==> config.mk <==
export PLATFORM = sky130hd
export DESIGN_NAME = button_conditioner
export DESIGN_NICKNAME = d
export VERILOG_FILES = /design/src/rtl/button_conditioner.sv
export SDC_FILE = /design/constraint.sdc
export NUM_CORES = 1
export LEC_CHECK = 0
export BUFFER_PORTS_ARGS = -buffer_cell sky130_fd_sc_hd__clkbuf_2
export CORE_ASPECT_RATIO = 1.75
export CORE_MARGIN = 2
export CORE_UTILIZATION = 45
export CTS_BUF_LIST = sky130_fd_sc_hd__clkbuf_16
export DETAILED_ROUTE_END_ITERATION = 8
export GPL_ROUTABILITY_DRIVEN = 0
export PLACE_DENSITY_LB_ADDON = 0.3
export SYNTH_ARGS = -nofsm -noshare
export SYNTH_HDL_FRONTEND = slang
export SYNTH_SLANG_ARGS = --single-unit
==> constraint.sdc <==
create_clock -name clk -period 2.28 [get_ports clk]
set_input_delay 0.456 -clock clk [delete_from_list [all_inputs] [get_ports clk]]
set_output_delay 0.456 -clock clk [all_outputs]
set_load 0.01 [all_outputs]
==> src/rtl/button_conditioner.sv <==
// Three-button front end for a stopwatch: synchronize, debounce, edge-detect,
// and drive the run/stop level. Define LONG_PRESS_EN to make a long start hold clear.
module button_conditioner_lane #(
   parameter int DEBOUNCE_CYCLES = 500000
) (
   input  logic clk,
   input  logic reset,
   input  logic en,
   input  logic raw,
   output logic stable,
   output logic rise
);
   localparam int CW = $clog2(DEBOUNCE_CYCLES);
   localparam logic [CW-1:0] CNT_MAX = CW'(DEBOUNCE_CYCLES - 1);

   logic [1:0]    sync;
   logic [CW-1:0] cnt;
   logic          stable_d;

   // cnt never passes CNT_MAX: it either clears or commits there, so it cannot wrap
   always_ff @(posedge clk or negedge reset) begin
      if (!reset) begin
         sync     <= '0;
         cnt      <= '0;
         stable   <= 1'b0;
         stable_d <= 1'b0;
      end else if (en) begin
         sync     <= {sync[0], raw};
         stable_d <= stable;
         if (sync[1] == stable) begin
            cnt <= '0;
         end else if (cnt == CNT_MAX) begin
            stable <= sync[1];
            cnt    <= '0;
         end else begin
            cnt <= cnt + 1'b1;
         end
      end
   end

   assign rise = stable & ~stable_d;
endmodule

module button_conditioner #(
   parameter int DEBOUNCE_CYCLES = 500000,
   parameter int LONG_CYCLES     = 100000000
) (
   input  logic clk,
   input  logic reset,
   input  logic start,
   input  logic clear,
   input  logic quick,
   output logic run,
   output logic start_pulse,
   output logic clear_pulse,
   output logic quick_pulse,
   output logic debounce
);
   localparam int NUM_LANES = 3;

   logic                 rst_sync;
   logic [NUM_LANES-1:0] raw;
   logic [NUM_LANES-1:0] stable;
   logic [NUM_LANES-1:0] rise;
   logic                 long_hit;

   // One flop releases reset synchronously, so the first update lands on the
   // second rising clk after reset deasserts.
   always_ff @(posedge clk or negedge reset) begin
      if (!reset) rst_sync <= 1'b0;
      else        rst_sync <= 1'b1;
   end

   assign raw = {quick, clear, start};

   for (genvar i = 0; i < NUM_LANES; i++) begin : g_lane
      button_conditioner_lane #(.DEBOUNCE_CYCLES(DEBOUNCE_CYCLES)) u_lane (
         .clk    (clk),
         .reset  (reset),
         .en     (rst_sync),
         .raw    (raw[i]),
         .stable (stable[i]),
         .rise   (rise[i])
      );
   end

`ifdef LONG_PRESS_EN
   localparam int HW = $clog2(LONG_CYCLES + 1);
   logic [HW-1:0] hold_cnt;

   // Parks at LONG_CYCLES so the hit compare is true for a single cycle per press
   always_ff @(posedge clk or negedge reset) begin
      if (!reset) begin
         hold_cnt <= '0;
      end else if (rst_sync) begin
         if (!stable[0])                       hold_cnt <= '0;
         else if (hold_cnt != HW'(LONG_CYCLES)) hold_cnt <= hold_cnt + 1'b1;
      end
   end

   assign long_hit = stable[0] && (hold_cnt == HW'(LONG_CYCLES - 1));
`else
   assign long_hit = 1'b0;
`endif

   always_ff @(posedge clk or negedge reset) begin
      if (!reset) begin
         start_pulse <= 1'b0;
         clear_pulse <= 1'b0;
         quick_pulse <= 1'b0;
         run         <= 1'b0;
      end else if (rst_sync) begin
         start_pulse <= rise[0];
         clear_pulse <= rise[1] | long_hit;
         quick_pulse <= rise[2];
         if (clear_pulse)      run <= 1'b0;
         else if (start_pulse) run <= ~run;
      end
   end

   assign debounce = stable[0];
endmodule

After elaboration in Yosys (flattened, before gate mapping)
Cells that the tools add are included.

operators by class
  equality and inequality tests = 6
  bitwise operators = 10
  $add $sub $neg = 3
  reductions and logical operators = 5
  multiplexer cells = 8

operator list
  operator                                                          number
  19-bit 2-to-1 mux                                                 6
  19-bit by 1-bit adder with 19-bit output (second input constant)  3
  19-bit == test (second input constant)                            3
  3-bit AND reduction                                               3
  1-bit inverter                                                    7
  1-bit AND                                                         3
  1-bit == test                                                     3
  1-bit 2-to-1 mux                                                  2
  2-bit AND reduction                                               1
  2-bit nonzero test                                                1

word-level totals
  output and inout port bits = 5
  logic and storage cells = 49
  flip-flop bits (word level) = 74

Depth between registers and ports, before layout
  word-level depth = 3
  depth in mapped cells = 7
  gate-level depth less buffers = 6

Modules after synthesis
A second synthesis with hierarchy kept.

unflattened totals
  cell total of the unflattened synthesis = 454
  area, all modules = 4204.0 µm²

modules (own cells, without submodules)
  module                   times used  area each (µm²)  cells an instance
  button_conditioner_lane  3           1337.5           147
  button_conditioner       1           191.4            13

Worst setup path after synthesis
No wires, ideal clock.

  path type = reg2reg
  from = reg g_lane[0].u_lane.cnt[9]
  to = reg g_lane[0].u_lane.cnt[0]
  library setup time = 0.125 ns
  slack = 0.465 ns
  period minus slack after synthesis = 1.815 ns
  stages on the path, launching flop included = 7
  data arrival time = 1.690 ns
  buffers on the path = 2
  cells stage by stage = dfrtp_1 > buf_6 > or4b_4 > nor3_4 > a21oi_2 > buf_6 > mux2_2

between the ends
  word-level cells in the longest chain between the ends = 3

RTL lines
  item                    RTL line  text
  start, declared         17        logic [CW-1:0] cnt;
  start signal, assigned  36        cnt <= cnt + 1'b1;
  19-bit == test          32        end else if (cnt == CNT_MAX) begin
  19-bit 2-to-1 mux       32
  19-bit 2-to-1 mux       30        if (sync[1] == stable) begin

Every way passes these cells.
A chain may end at the register's enable or synchronous reset.

Worst setup path after layout
  from = reg g_lane[1].u_lane.cnt[0]
  to = reg g_lane[1].u_lane.cnt[18]

between the ends
  word-level cells in the longest chain between the ends = 3
  elaborated cells between the ends (all ways) = 4

RTL lines
  item                                                                               RTL line
  start, declared                                                                    17
  start signal, assigned                                                             36
  19-bit by 1-bit adder with 19-bit output / 19-bit == test (equally long branches)  36, 32
  19-bit 2-to-1 mux (*)                                                              32
  19-bit 2-to-1 mux (*)                                                              30

Every way passes the cells marked *; elsewhere a longest branch is shown, timed or not.

==> summary.txt <==
Clock tree
  – Num CTS Buffers: 9
  – Clk buf depth: 2
  – # H-tree levels: 3
  – Worst-path clk slew: 0.06 ns
  – # hold bufs at CTS: 0
  – CTS tree: done
  – # clock sinks: 74
  – Worst-Skew Late Latency: 0.34 ns
  – Clock root cell: clkbuf_16

Layout
  – Finished Layout Cells: 545
  – Reg area: 1850 um^2
  – Final #Nets: 431
  – Final-layout fill cell count: 819
  – Syn-to-layout area delta: 13.3%
  – Commonest cells after routing, fill and taps aside: 73 x dfrtp_1, 47 x nand2_1, 34 x a31oi_1
  – Multi-input gate area: 1910 um^2
  – Commonest non-fill, non-tap cell in the layout: dfrtp_1
  – Post-route core utilization: 51.7%
  – ANT cells: 0
  – Fraction of layout cells with a size suffix above 1: 14.0%

Synthesis
  – Cell area after synthesis: 3910 um^2
  – Synth Instances: 412
  – EDFF count, synth: 0
  – Async S/R FF share, synth: 100%
  – Synth Area per Inst: 9.48 um^2
  – Yosys warnings: 0
  – Netlist cell types: 54
  – Net Count, Synth: 420
  – Flops & latches, synth: 74
  – Post-synthesis sequential area ratio: 47.4%
  – Most used DFF post-synth: dfrtp_1

Floorplan
  – Rows: 45
  – IO Pins: 10
  – Die Wd: 74.4 um
  – Die height: 127 um
  – Die Area: 9470 um^2
  – Core area: 8560 um^2
  – Initial Utilization: 45.6%

Timing
  – Slew headroom: 49.7%
  – Worst Tran Pin Value: 0.748 ns
  – RSZ-0062 raised after global routing: false
  – Max Clock Freq: 480 MHz
  – Clk_skew: 0.00879 ns
  – Final Cycle Share: 91.4%
  – Setup violators final: 0
  – Fin crit period: 2.08 ns
  – Final setup TNS: 0 ns
  – Fin. Hold Viols: 0
  – Slew Viols, Final: 0

Routing
  – Drt drc: 0
  – Total number of vias: 3290
  – Total Wirelength: 8.82 mm
  – Pre-antenna DRT Iters: 4
  – Vias per cell: 6.04
  – Drt initial violations: 276
  – Routed len/inst: 16.2 um
  – Post-route ant nets: 0

Power
  – Static leakage: 1.86 nW
  – Internal Pwr Total: 2.41 mW
  – Clock Power Share: 47.4%
  – Gate power share: 8.4%
  – Reg power frac: 44.2%
  – Sw Pwr: 0.776 mW
  – Maximum VDD drop: 483 uV
  – Sw Ratio: 24.4%
  – Pwr Total: 3.19 mW
  – Power density cells: 720 nW/um^2

Critical path
  – Worst Reg-to-Reg Cells: 6
  – Crit path cell chain: ha_1 -> nand4_1 -> nor3_4 -> nand3_1 -> o21a_1 -> a221o_1
  – Arr. time, crit path: 2.30 ns
  – CP max stage delay: 0.38 ns
  – Reg2reg end: g_lane[1].u_lane.cnt[18]
  – Critical path's slowest cell: nor3_4
  – Worst R2R Setup Slack: 0.20 ns
  – Startpoint types: register
  – Setup crit end kind: register
  – Critical Path RT: 2.50 ns
  – Buffer and inverter count on the worst path: 0
  – Critical path's top delay family: simple AND/OR/NAND/NOR gates
  – Reg2reg start: g_lane[1].u_lane.cnt[0]
  – Critical-path maximum fanout: 5
  – Critical Path Stages: 6
  – CP Class: reg2reg

Status
  – Status: complete, no violations

Worst hold path
  – Hold Path Class: in2async

Global routing
  – First-pass GRT wire length: 15.2 mm
  – Largest net degree at the start of global routing: 40
  – GRT Residual Overflow: 0
  – Vias in the first global route: 3266
  – Initial antenna violation count: 0
  – Total GRT Usage: 20.6%

Job
  – Max-cap violations: 0

Place
  – Port bufs: 9
  – Post-DP HPWL: 5.93 mm
  – Placed insts: 529
## final cells by class
type	count	area share [%]
multi-input combinational	304	43.1
sequential	74	41.9
clock buffer	9	5.09
clock inverter	7	2.12
inverter	13	1.10
tap	117	3.31
timing repair buffer	21	3.39
## state kept, by name, summed over array words and instances, names as in the netlist
name / count
start_pulse: 1
g_lane.u_lane.sync: 6
clear_pulse: 1
rst_sync: 1
g_lane.u_lane.stable: 3
g_lane.u_lane.cnt: 57
g_lane.u_lane.stable_d: 3
run: 1
quick_pulse: 1
## per-stage QoR
stage / setup slack (ns) / instance area (um^2) / hold WS [ns]
floorplan: 0.465 / 3910 / 0.160
global placement: 0.151 / 4080 / 0.430
detailed placement: 0.0995 / 4080 / 0.437
CTS: 0.105 / 4400 / 0.100
global route: 0.0291 / 4430 / 0.119
finish: 0.195 / 4430 / 0.0750
## cell usage after synthesis (2+ instances only)
library cell	instances	area, um^2
dfrtp_1	74	1850
nand2_1	47	176
a31oi_1	34	213
nand3_1	29	145
o21ai_0	29	145
a21oi_1	23	115
nand4_1	16	100
nor2_1	16	60.1
inv_1	13	48.8
a41oi_1	11	96.3
and3_1	11	68.8
mux2_2	10	113
clkbuf_1	8	30.0
mux2i_1	7	70.1
nor4_1	7	43.8
buf_2	6	30.0
nand2b_1	5	31.3
buf_6	4	45.0
nor3_1	4	20.0
o2bb2ai_1	4	35.0
and4_1	3	26.3
ha_1	3	37.5
o31ai_1	3	22.5
xnor2_1	3	26.3
a21o_1	2	15.0
a22o_1	2	17.5
and2_1	2	12.5
buf_1	2	7.51
nand4b_1	2	17.5
nor2_2	2	12.5
nor2b_1	2	12.5
nor4b_1	2	17.5
o21ba_2	2	20.0
o22ai_1	2	12.5
or4_1	2	15.0
xor2_1	2	17.5
## cell families (layout without fill, tap and decap cells)
family	after synthesis	count (layout)	synth area share, %
muxes	17	17	4.68
DFF	74	74	47.4
adders and majority gates	3	3	0.961
buffers and inverters	34	50	4.32
AOI/OAI and AO/OA	123	123	20.4
and+or+nand+nor	155	155	21.0
other	1	1	0.0960
xor gates and xnor gates	5	5	1.12
## timing repair
action | 4_1_cts | 5_1_grt
gates resized for setup | 0 | 3
setup endpoints to repair | 0 | 15
buffers inserted | 0 | 0
## per-layer routing
layer  track usage [%]  vias up  routed length [um]
met3              3.39       24                 227
li1                  -     1578                   -
met1              24.5     1626                3570
met5                 0        -                   0
met2              34.2       62                4750
met4              11.7        0                 278
## worst register-to-register path, cell delays in order, from the launching register on
cell and delay, ns:
dfrtp_1 0.37, ha_1 0.21, nand4_1 0.29, nor3_4 0.38, nand3_1 0.19, o21a_1 0.20, a221o_1 0.31
## how the worst max path moves through the flow
stage | from | end | slack [ns]
floorplan | g_lane[0].u_lane.cnt[9] | g_lane[0].u_lane.cnt[0] | 0.47
global placement | g_lane[2].u_lane.cnt[0] | g_lane[2].u_lane.cnt[13] | 0.15
detailed placement | g_lane[0].u_lane.cnt[0] | g_lane[0].u_lane.cnt[11] | 0.1
CTS | g_lane[0].u_lane.cnt[0] | g_lane[0].u_lane.cnt[11] | 0.10
global route | g_lane[0].u_lane.cnt[1] | g_lane[0].u_lane.cnt[16] | 0.03
finish | g_lane[1].u_lane.cnt[0] | g_lane[1].u_lane.cnt[18] | 0.20
## power by group through the flow
stage,combinational (mW),sequential (mW),clock [mW]
floorplan,0.188,1.42,0
global placement,0.260,1.43,0
detailed placement,0.266,1.43,0
CTS,0.266,1.41,1.54
global route,0.304,1.42,1.59
finish,0.267,1.41,1.51
Power figures use the tool's default switching activity.
